## config.mk

```make
export PLATFORM = sky130hd
export DESIGN_NAME = pbs_ctrl
export DESIGN_NICKNAME = d
export VERILOG_FILES = /design/src/rtl/pbs_pkg.sv /design/src/rtl/pbs_btn_sync.sv /design/src/rtl/pbs_ctrl.sv
export SDC_FILE = /design/constraint.sdc
export NUM_CORES = 1
export LEC_CHECK = 0
export BUFFER_PORTS_ARGS = -buffer_cell sky130_fd_sc_hd__buf_2
export CAP_MARGIN = 10
export CORE_MARGIN = 2
export CORE_UTILIZATION = 59
export CTS_CLUSTER_SIZE = 10
export DETAILED_ROUTE_END_ITERATION = 10
export GPL_TIMING_DRIVEN = 0
export PLACE_DENSITY = 0.93
export SYNTH_ARGS = -nofsm -noshare
export SYNTH_HDL_FRONTEND = slang
export SYNTH_HIERARCHICAL = 1
export SYNTH_SLANG_ARGS = --single-unit
```

## constraint.sdc

```tcl
create_clock -name clk -period 3.5 [get_ports clk]
set_input_delay 0.525 -clock clk [delete_from_list [all_inputs] [get_ports clk]]
set_output_delay 0.525 -clock clk [all_outputs]
set_load 0.02 [all_outputs]
```

## src/rtl/pbs_pkg.sv

```systemverilog
// Shared types and constants for the battle-simulator turn sequencer.
package pbs_pkg;

  typedef enum logic [3:0] {
    WAIT_P,
    P_SEL,
    P_APPLY,
    P_CHK,
    GAP,
    SPIN,
    AI_SEL,
    AI_APPLY,
    AI_CHK,
    OVER
  } state_t;

  localparam logic [3:0] HP_MAX = 4'hF;

  localparam logic TRAINER_PLAYER = 1'b0;
  localparam logic TRAINER_AI     = 1'b1;
  localparam logic TGT_PLAYER     = 1'b0;
  localparam logic TGT_AI         = 1'b1;

  typedef struct packed {
    logic actr;
    logic target;
    logic app_dmg;
    logic stop;
  } ctl_t;

  function automatic ctl_t state_ctl(input state_t s);
    ctl_t c;
    c = '{actr: TRAINER_PLAYER, target: TGT_AI, app_dmg: 1'b0, stop: 1'b0};
    case (s)
      P_APPLY:  c.app_dmg = 1'b1;
      SPIN:     c = '{actr: TRAINER_AI, target: TGT_PLAYER, app_dmg: 1'b0, stop: 1'b0};
      AI_SEL:   c = '{actr: TRAINER_AI, target: TGT_PLAYER, app_dmg: 1'b0, stop: 1'b1};
      AI_APPLY: c = '{actr: TRAINER_AI, target: TGT_PLAYER, app_dmg: 1'b1, stop: 1'b1};
      OVER:     c.stop = 1'b1;
      default:  ;
    endcase
    return c;
  endfunction

endpackage

```

## src/rtl/pbs_btn_sync.sv

```systemverilog
// Two-flop synchronizer for the raw confirm button plus a registered rising-edge pulse.
module pbs_btn_sync (
  input  logic clk,
  input  logic rst,
  input  logic din,
  output logic pulse
);

  logic [2:0] sh;

  always_ff @(posedge clk) begin
    if (!rst) begin
      sh    <= '0;
      pulse <= 1'b0;
    end else begin
      sh    <= {sh[1:0], din};
      pulse <= sh[1] & ~sh[2];
    end
  end

endmodule

```

## src/rtl/pbs_ctrl.sv

```systemverilog
// Turn sequencer: player hit, display gap, AI RNG spin, AI hit, then winner detection.
//
// state    | meaning
// WAIT_P   | idle, waiting for a synchronized confirm press
// P_SEL    | datapath loads the player move
// P_APPLY  | player damage strobe into AI_hp
// P_CHK    | test AI_hp for a player win
// GAP      | hold so the new AI HP is visible
// SPIN     | AI RNGs free-run
// AI_SEL   | RNGs frozen, datapath loads the AI move
// AI_APPLY | AI damage strobe into p_hp
// AI_CHK   | test p_hp for an AI win, count the turn
// OVER     | game finished, held until reset
module pbs_ctrl
  import pbs_pkg::*;
#(
  parameter int SPIN_CYC = 16,
  parameter int GAP_CYC  = 8,
  parameter int CNT_W    = 8
) (
  input  logic       clk,
  input  logic       rst,
  input  logic       p_go,
  input  logic [3:0] p_hp,
  input  logic [3:0] AI_hp,
  output logic       actr,
  output logic       target,
  output logic       app_dmg,
  output logic       stop,
  output logic       busy,
  output logic       game_over,
  output logic       p_won,
  output logic [7:0] turn_cnt
);

  // GAP lasts GAP_CYC cycles (min 1); SPIN counts down from SPIN_CYC to 0 inclusive.
  localparam logic [CNT_W-1:0] GAP_LOAD  = CNT_W'((GAP_CYC == 0) ? 0 : GAP_CYC - 1);
  localparam logic [CNT_W-1:0] SPIN_LOAD = CNT_W'(SPIN_CYC);

  state_t           state, state_nx;
  logic [CNT_W-1:0] cnt, cnt_nx;
  logic             go_pulse;

  pbs_btn_sync u_btn_sync (
    .clk   (clk),
    .rst   (rst),
    .din   (p_go),
    .pulse (go_pulse)
  );

  always_comb begin
    state_nx = state;
    cnt_nx   = cnt;
    case (state)
      WAIT_P: begin
        if (p_hp == 4'd0 || AI_hp == 4'd0) state_nx = OVER;
        else if (go_pulse)                 state_nx = P_SEL;
      end
      P_SEL:   state_nx = P_APPLY;
      P_APPLY: state_nx = P_CHK;
      P_CHK: begin
        if (AI_hp == 4'd0) begin
          state_nx = OVER;
        end else begin
          cnt_nx   = GAP_LOAD;
          state_nx = GAP;
        end
      end
      GAP: begin
        if (cnt == '0) begin
          cnt_nx   = SPIN_LOAD;
          state_nx = SPIN;
        end else begin
          cnt_nx = cnt - 1'b1;
        end
      end
      SPIN: begin
        if (cnt == '0) state_nx = AI_SEL;
        else           cnt_nx   = cnt - 1'b1;
      end
      AI_SEL:   state_nx = AI_APPLY;
      AI_APPLY: state_nx = AI_CHK;
      AI_CHK:   state_nx = (p_hp == 4'd0) ? OVER : WAIT_P;
      OVER:     state_nx = OVER;
      default:  state_nx = WAIT_P;
    endcase
  end

  always_ff @(posedge clk) begin
    if (!rst) begin
      state     <= WAIT_P;
      cnt       <= '0;
      actr      <= TRAINER_PLAYER;
      target    <= TGT_AI;
      app_dmg   <= 1'b0;
      stop      <= 1'b0;
      busy      <= 1'b0;
      game_over <= 1'b0;
      p_won     <= 1'b0;
      turn_cnt  <= '0;
    end else begin
      state                         <= state_nx;
      cnt                           <= cnt_nx;
      {actr, target, app_dmg, stop} <= state_ctl(state_nx);
      busy                          <= (state_nx != WAIT_P);
      game_over                     <= (state_nx == OVER);
      if (state == P_CHK && state_nx == OVER) p_won <= 1'b1;
      if (state == AI_CHK && state_nx == WAIT_P && turn_cnt != 8'hFF)
        turn_cnt <= turn_cnt + 8'd1;
    end
  end

endmodule

```

After elaboration in Yosys (flattened, before gate mapping)
Index checks and enable logic that the tools add are counted.

Add/sub/neg operators: 2. Eq/ne operators: 17. Muxes and demuxes: 14. Bitwise operators: 2. Reduce and logical (&&, ||, !) cells: 15.

Operators with widths (count): one-hot mux 4 bit (10 select lines) (1); equality test 4 x 3 -> 1 bit, second input constant (7); two-way mux 4 bit (6); two-way mux 8 bit (3); one-hot mux 8 bit (3 select lines) (1); zero test 4 bit (4); equality test 4 x 2 -> 1 bit, second input constant (3); equality test 4 bit, second input constant (3); adder 8 x 1 -> 8 bit, second input constant (1); zero test 8 bit (1); inequality test 8 bit, second input constant (1); subtractor 8 x 1 -> 8 bit, second input constant (1); OR reduction 3 bit (2); equality test 4 x 1 -> 1 bit, second input constant (1); inequality test 2 bit, second input constant (2); nonzero test 4 bit (1); logical AND 1 bit (3); AND reduction 3 bit (1); nonzero test 3 bit (1); two-way mux 1 bit (2); two-way mux 2 bit (1); OR reduction 2 bit (1); bitwise AND 1 bit (1); logical OR 1 bit (1); inverter 1 bit (1).

Register bits after elaboration: 31. Output and inout bits: 15. Logic and storage cells: 62.

Longest topological paths before layout
Depth in word-level cells: 7. Depth in mapped cells: 7. Mapped depth without buffers: 7.

Modules after synthesis
Netlist, hierarchy kept.

By module, submodules not included: pbs_ctrl (times used 1, cells an instance 164, area each 1481.4 sq um); pbs_btn_sync (times used 1, cells an instance 8, area each 111.4 sq um).

Least setup slack after synthesis
OpenSTA, ideal clock, no wires.

Path type: input to register. Start point: in p_hp[1]. End point: reg turn_cnt[3]. Setup time: 128 ps. Arrival time: 1631 ps. Required time: 3372 ps. Slack: 1742 ps. Stages: 6. Buffers on the path: 1. Cell sequence: nor4_1 -> and4bb_1 -> buf_2 -> nand3_1 -> xor2_1 -> nor2_1.

Cells in the longest elaborated chain, start to end: 7. Elaborated cells between the ends (all ways): 8. Classes of those cells: mux: 3; reduce/logical: 5.

Ends and longest elaborated chain: start: declaration (line pbs_ctrl.sv:24) `input logic [3:0] p_hp,`; zero test 4 bit (*) (line pbs_ctrl.sv:56, pbs_ctrl.sv:83); logical OR 1 bit (line pbs_ctrl.sv:56) `if (p_hp == 4'd0 || AI_hp == 4'd0) state_nx = OVER;`; two-way mux 4 bit (line pbs_ctrl.sv:56); one-hot mux 4 bit (10 select lines) (*) (line pbs_ctrl.sv:54) `case (state)`; zero test 4 bit (*) (line pbs_ctrl.sv:108) `if (state == AI_CHK && state_nx == WAIT_P && turn_cnt != 8'hFF)`; logical AND 1 bit (*) (2 in a row) (line pbs_ctrl.sv:108); end signal: assignment (line pbs_ctrl.sv:109) `turn_cnt <= turn_cnt + 8'd1;`; end: declaration (line pbs_ctrl.sv:33) `output logic [7:0] turn_cnt`.

Mark *: on every way between the ends. The rest lies on a longest branch, timed or not. A chain may end at the register's enable or synchronous reset.

Worst setup path in the final report
Start point: reg cnt[0]. End point: reg cnt[3].

Cells in the longest elaborated chain, start to end: 3. Elaborated cells between the ends (all ways): 7. Classes of those cells: add/sub: 1; eq/ne: 1; mux: 3; reduce/logical: 2.

Ends and longest elaborated chain: start: declaration (line pbs_ctrl.sv:41) `logic [CNT_W-1:0] cnt, cnt_nx;`; start signal: assignment (line pbs_ctrl.sv:103) `cnt <= cnt_nx;`; subtractor 8 x 1 -> 8 bit / zero test 8 bit (equally long branches); two-way mux 8 bit, or another cell as far along (line pbs_ctrl.sv:78) `if (cnt == '0) state_nx = AI_SEL;`; one-hot mux 8 bit (3 select lines) / AND reduction 3 bit (equally long branches).

Parallel ways exist; a longest one is shown, timed or not. The select of a mux whose other input is x is not followed.

==> flow_metrics.py <==
metrics = {
    "routing": {
        "drt_pre_antenna_iters": 4,
        "ant_nets": 0,
        "drt_iter0_markers": 71,
        "num_vias": 1387,
        "routedWlPerCell_um": 13.8,
        "via_per_inst": 5.93,
        "drc": 0,
        "wl_um": 3230,
    },
    "timing": {
        "hold_viol": 0,
        "post-route-period-util_pct": 57.9,
        "setup_viol": 0,
        "slew_headroom_pct": 58.0,
        "fin_tns_setup_ns": 0,
        "worst_pin_slew_ns": 0.628,
        "skew_ns": 0.0168,
        "rsz0062_at_grt": "false",
        "fmax_mhz": 493,
        "fin_crit_ns": 2.03,
        "finalHoldWorstSlack_ns": 0.435,
        "slew_viol_final": 0,
    },
    "global_routing": {
        "grt.overflow.total": 0,
        "grt_pass1_wl_um": 5530,
        "met1_usage_pct": 23.4,
        "use_met3_pct": 6.74,
        "grt_util_all_layers_pct": 22.0,
        "grtUsageMet2_pct": 39.6,
        "grt_pass1_vias": 1407,
        "antenna_found_initial": 0,
        "grt_max_degree": 11,
        "gr-max-usage-layer": "met2",
    },
    "floorplanning": {
        "io_pins": 26,
        "initial_core_util_pct": 63.1,
        "core_um2": 2520,
        "die_w_um": 56.0,
        "std_cell_rows": 18,
        "dieArea_um2": 3130,
        "die_height_um": 56.0,
    },
    "clock_tree": {
        "cts_resized": 0,
        "cts_tree": "done",
        "cts_hold_buf": 0,
        "clkLatencyLatePin_ns": 0.32,
        "htree_levels": 2,
        "clk_path_buf_depth": 2,
        "cts_setup_buffers": 0,
        "numClockSinks": 31,
        "path_clk_slew_ns": 0.09,
        "numCtsBuffers": 5,
        "cts_root_buffer": "clkbuf_4",
    },
    "min_path": {
        "min_to": "u_btn_sync/sh[0]",
        "hp-start": "p_go",
        "hp-class": "primary input to register",
        "hold_depth": 2,
    },
    "logic_synthesis": {
        "synth_seq_area_share_pct": 39.0,
        "syn-cell-area_um2": 1590,
        "syn_avg_cell_area_um2": 9.26,
        "synthCells": 172,
        "yosysWarnings": 6,
        "syn-num-nets": 185,
        "yosysUniqueCellTypes": 52,
        "synth_edf_count": 0,
        "ys_ff_latch": 31,
        "synthArstFlopShare_pct": 0,
        "synth_ff_type": "dfxtp_1",
    },
    "setup_path": {
        "startpoint_type": "register",
        "slowest_delay_ns": 0.55,
        "r2r_end": "cnt[3]",
        "critPathArrivalTime_ns": 2.24,
        "crit_fanout": 6,
        "slowest_stage": "nor3b_1",
        "ff2ff_setup_slack_ns": 1.47,
        "worstSetupPathType": "register to register",
        "end_kind": "register",
        "reg2reg_from": "cnt[0]",
        "worstPathCellList": "inv_1 > ha_1 > nor3b_1 > a31oi_2 > o211ai_1 > xor2_1 > nor2_1",
        "r2r_cells": 7,
        "cp.required_ns": 3.72,
    },
    "final_layout": {
        "seq_area_um2": 621,
        "mostFrequentLayoutCell": "dfxtp_1",
        "nNetsFinal": 217,
        "multi_input_area_um2": 867,
        "layout_common_cells": "dfxtp_1, buf_2, nor2_1, xor2_1",
        "antennaDiodeCount": 0,
        "synthToLayoutAreaGrowth_pct": 13.7,
        "drive_gt1_share_pct": 27.5,
        "fillers": 185,
    },
    "placement": {
        "dp_hpwl_um": 2430,
        "gp_congestion": 0.885,
        "io_buffers": 25,
    },
    "pwr": {
        "p_leak_nw": 0.759,
        "vdd_ir_drop_max_mv": 0.387,
        "fin_total_pwr_mw": 0.742,
        "power_density_nw_per_um2": 409,
    },
    "outcome": {
        "status": "completed",
    },
    "flow_run": {
        "max_cap_viol_count": 0,
    },
}
Yosys cell counts (3+ instances only):
| library cell | count | area share, % |
|---|---|---|
| o22ai_1 | 3 | 1.2 |
| clkbuf_8 | 4 | 3.5 |
| and2_1 | 3 | 1.2 |
| nor2_1 | 25 | 5.9 |
| nor3_1 | 7 | 2.2 |
| xor2_1 | 10 | 5.5 |
| inv_1 | 5 | 1.2 |
| nor2b_1 | 3 | 1.2 |
| o21ai_0 | 5 | 1.6 |
| nand2_1 | 8 | 1.9 |
| and3_1 | 4 | 1.6 |
| a21oi_1 | 8 | 2.5 |
| and2_2 | 3 | 1.4 |
| dfxtp_1 | 31 | 39 |
| nand3_1 | 6 | 1.9 |
| o211ai_1 | 3 | 1.4 |
| a21o_2 | 3 | 1.6 |
registers in the layout (all words and copies together) (netlist names):
signal and flops:
cnt 8, turn_cnt 8, state 4, u_btn_sync/sh 3
actr 1, app_dmg 1, busy 1, game_over 1
p_won 1, stop 1, target 1, u_btn_sync/pulse 1
power breakdown:
group / internal [mW] / switching (mW)
logic: 0.0696 / 0.0923
clock network: 0.0929 / 0.108
registers: 0.367 / 0.0120
total: 0.530 / 0.212
metrics by stage:
stage	setup slack (ns)	utilization, %	cell area, um^2	cells
after floorplan	1.74	-	1590	172
after global placement	1.50	69.6	1760	227
after detailed placement	1.42	69.6	1760	227
after CTS	1.50	71.8	1810	234
after global routing	1.31	71.8	1810	234
final	1.47	71.8	1810	234
worst max-delay path by stage:
stage                 start  slack (ns)  cells after the start     endpoint
floorplan           p_hp[1]        1.74                      6  turn_cnt[3]
global placement    p_hp[1]        1.50                      7  turn_cnt[3]
detailed placement  p_hp[1]        1.42                      7  turn_cnt[3]
CTS                  cnt[0]        1.50                      7       cnt[3]
global route         cnt[0]        1.31                      7       cnt[3]
finish               cnt[0]        1.47                      7       cnt[3]
area by class of cell:
| cell class | instances | share of cell area, % |
|---|---|---|
| buffer | 8 | 4.77 |
| clock buffer | 6 | 2.83 |
| clock inverter | 1 | 0.276 |
| inverter | 5 | 1.04 |
| multi-input combinational | 128 | 47.9 |
| sequential | 31 | 34.3 |
| tap | 30 | 2.07 |
| timing repair buffer | 25 | 6.91 |
routing by layer:
| metal | vias up | part of all wire (%) | wire length (um) |
|---|---|---|---|
| met5 | - | 0 | 0 |
| met4 | 0 | 1.9 | 62 |
| met3 | 9 | 6.2 | 200 |
| met2 | 47 | 50 | 1610 |
| met1 | 652 | 42 | 1360 |
| li1 | 679 | - | - |
critical path, delay by kind of cell, from the launching register on:
family / cells / cell delay [ns]
flip-flops: 1 / 0.35
XOR/XNOR: 1 / 0.17
buffers and inverters: 1 / 0.07
adder cells (fa/ha/maj): 1 / 0.19
AO/OA/AOI/OAI: 2 / 0.53
AND/OR/NAND/NOR: 2 / 0.61
kinds of logic (layout without fill, tap and decap cells):
group           count (synthesis)  count (layout)  synth area share (%)
buf+inv                        13              45                  6.60
xor+xnor                       10              10                  5.50
compound gates                 38              38                  17.4
fa+ha+maj                       2               2                  1.57
flops                          31              31                  39.0
simple gates                   78              78                  29.9
(Power assumes the default switching activity.)
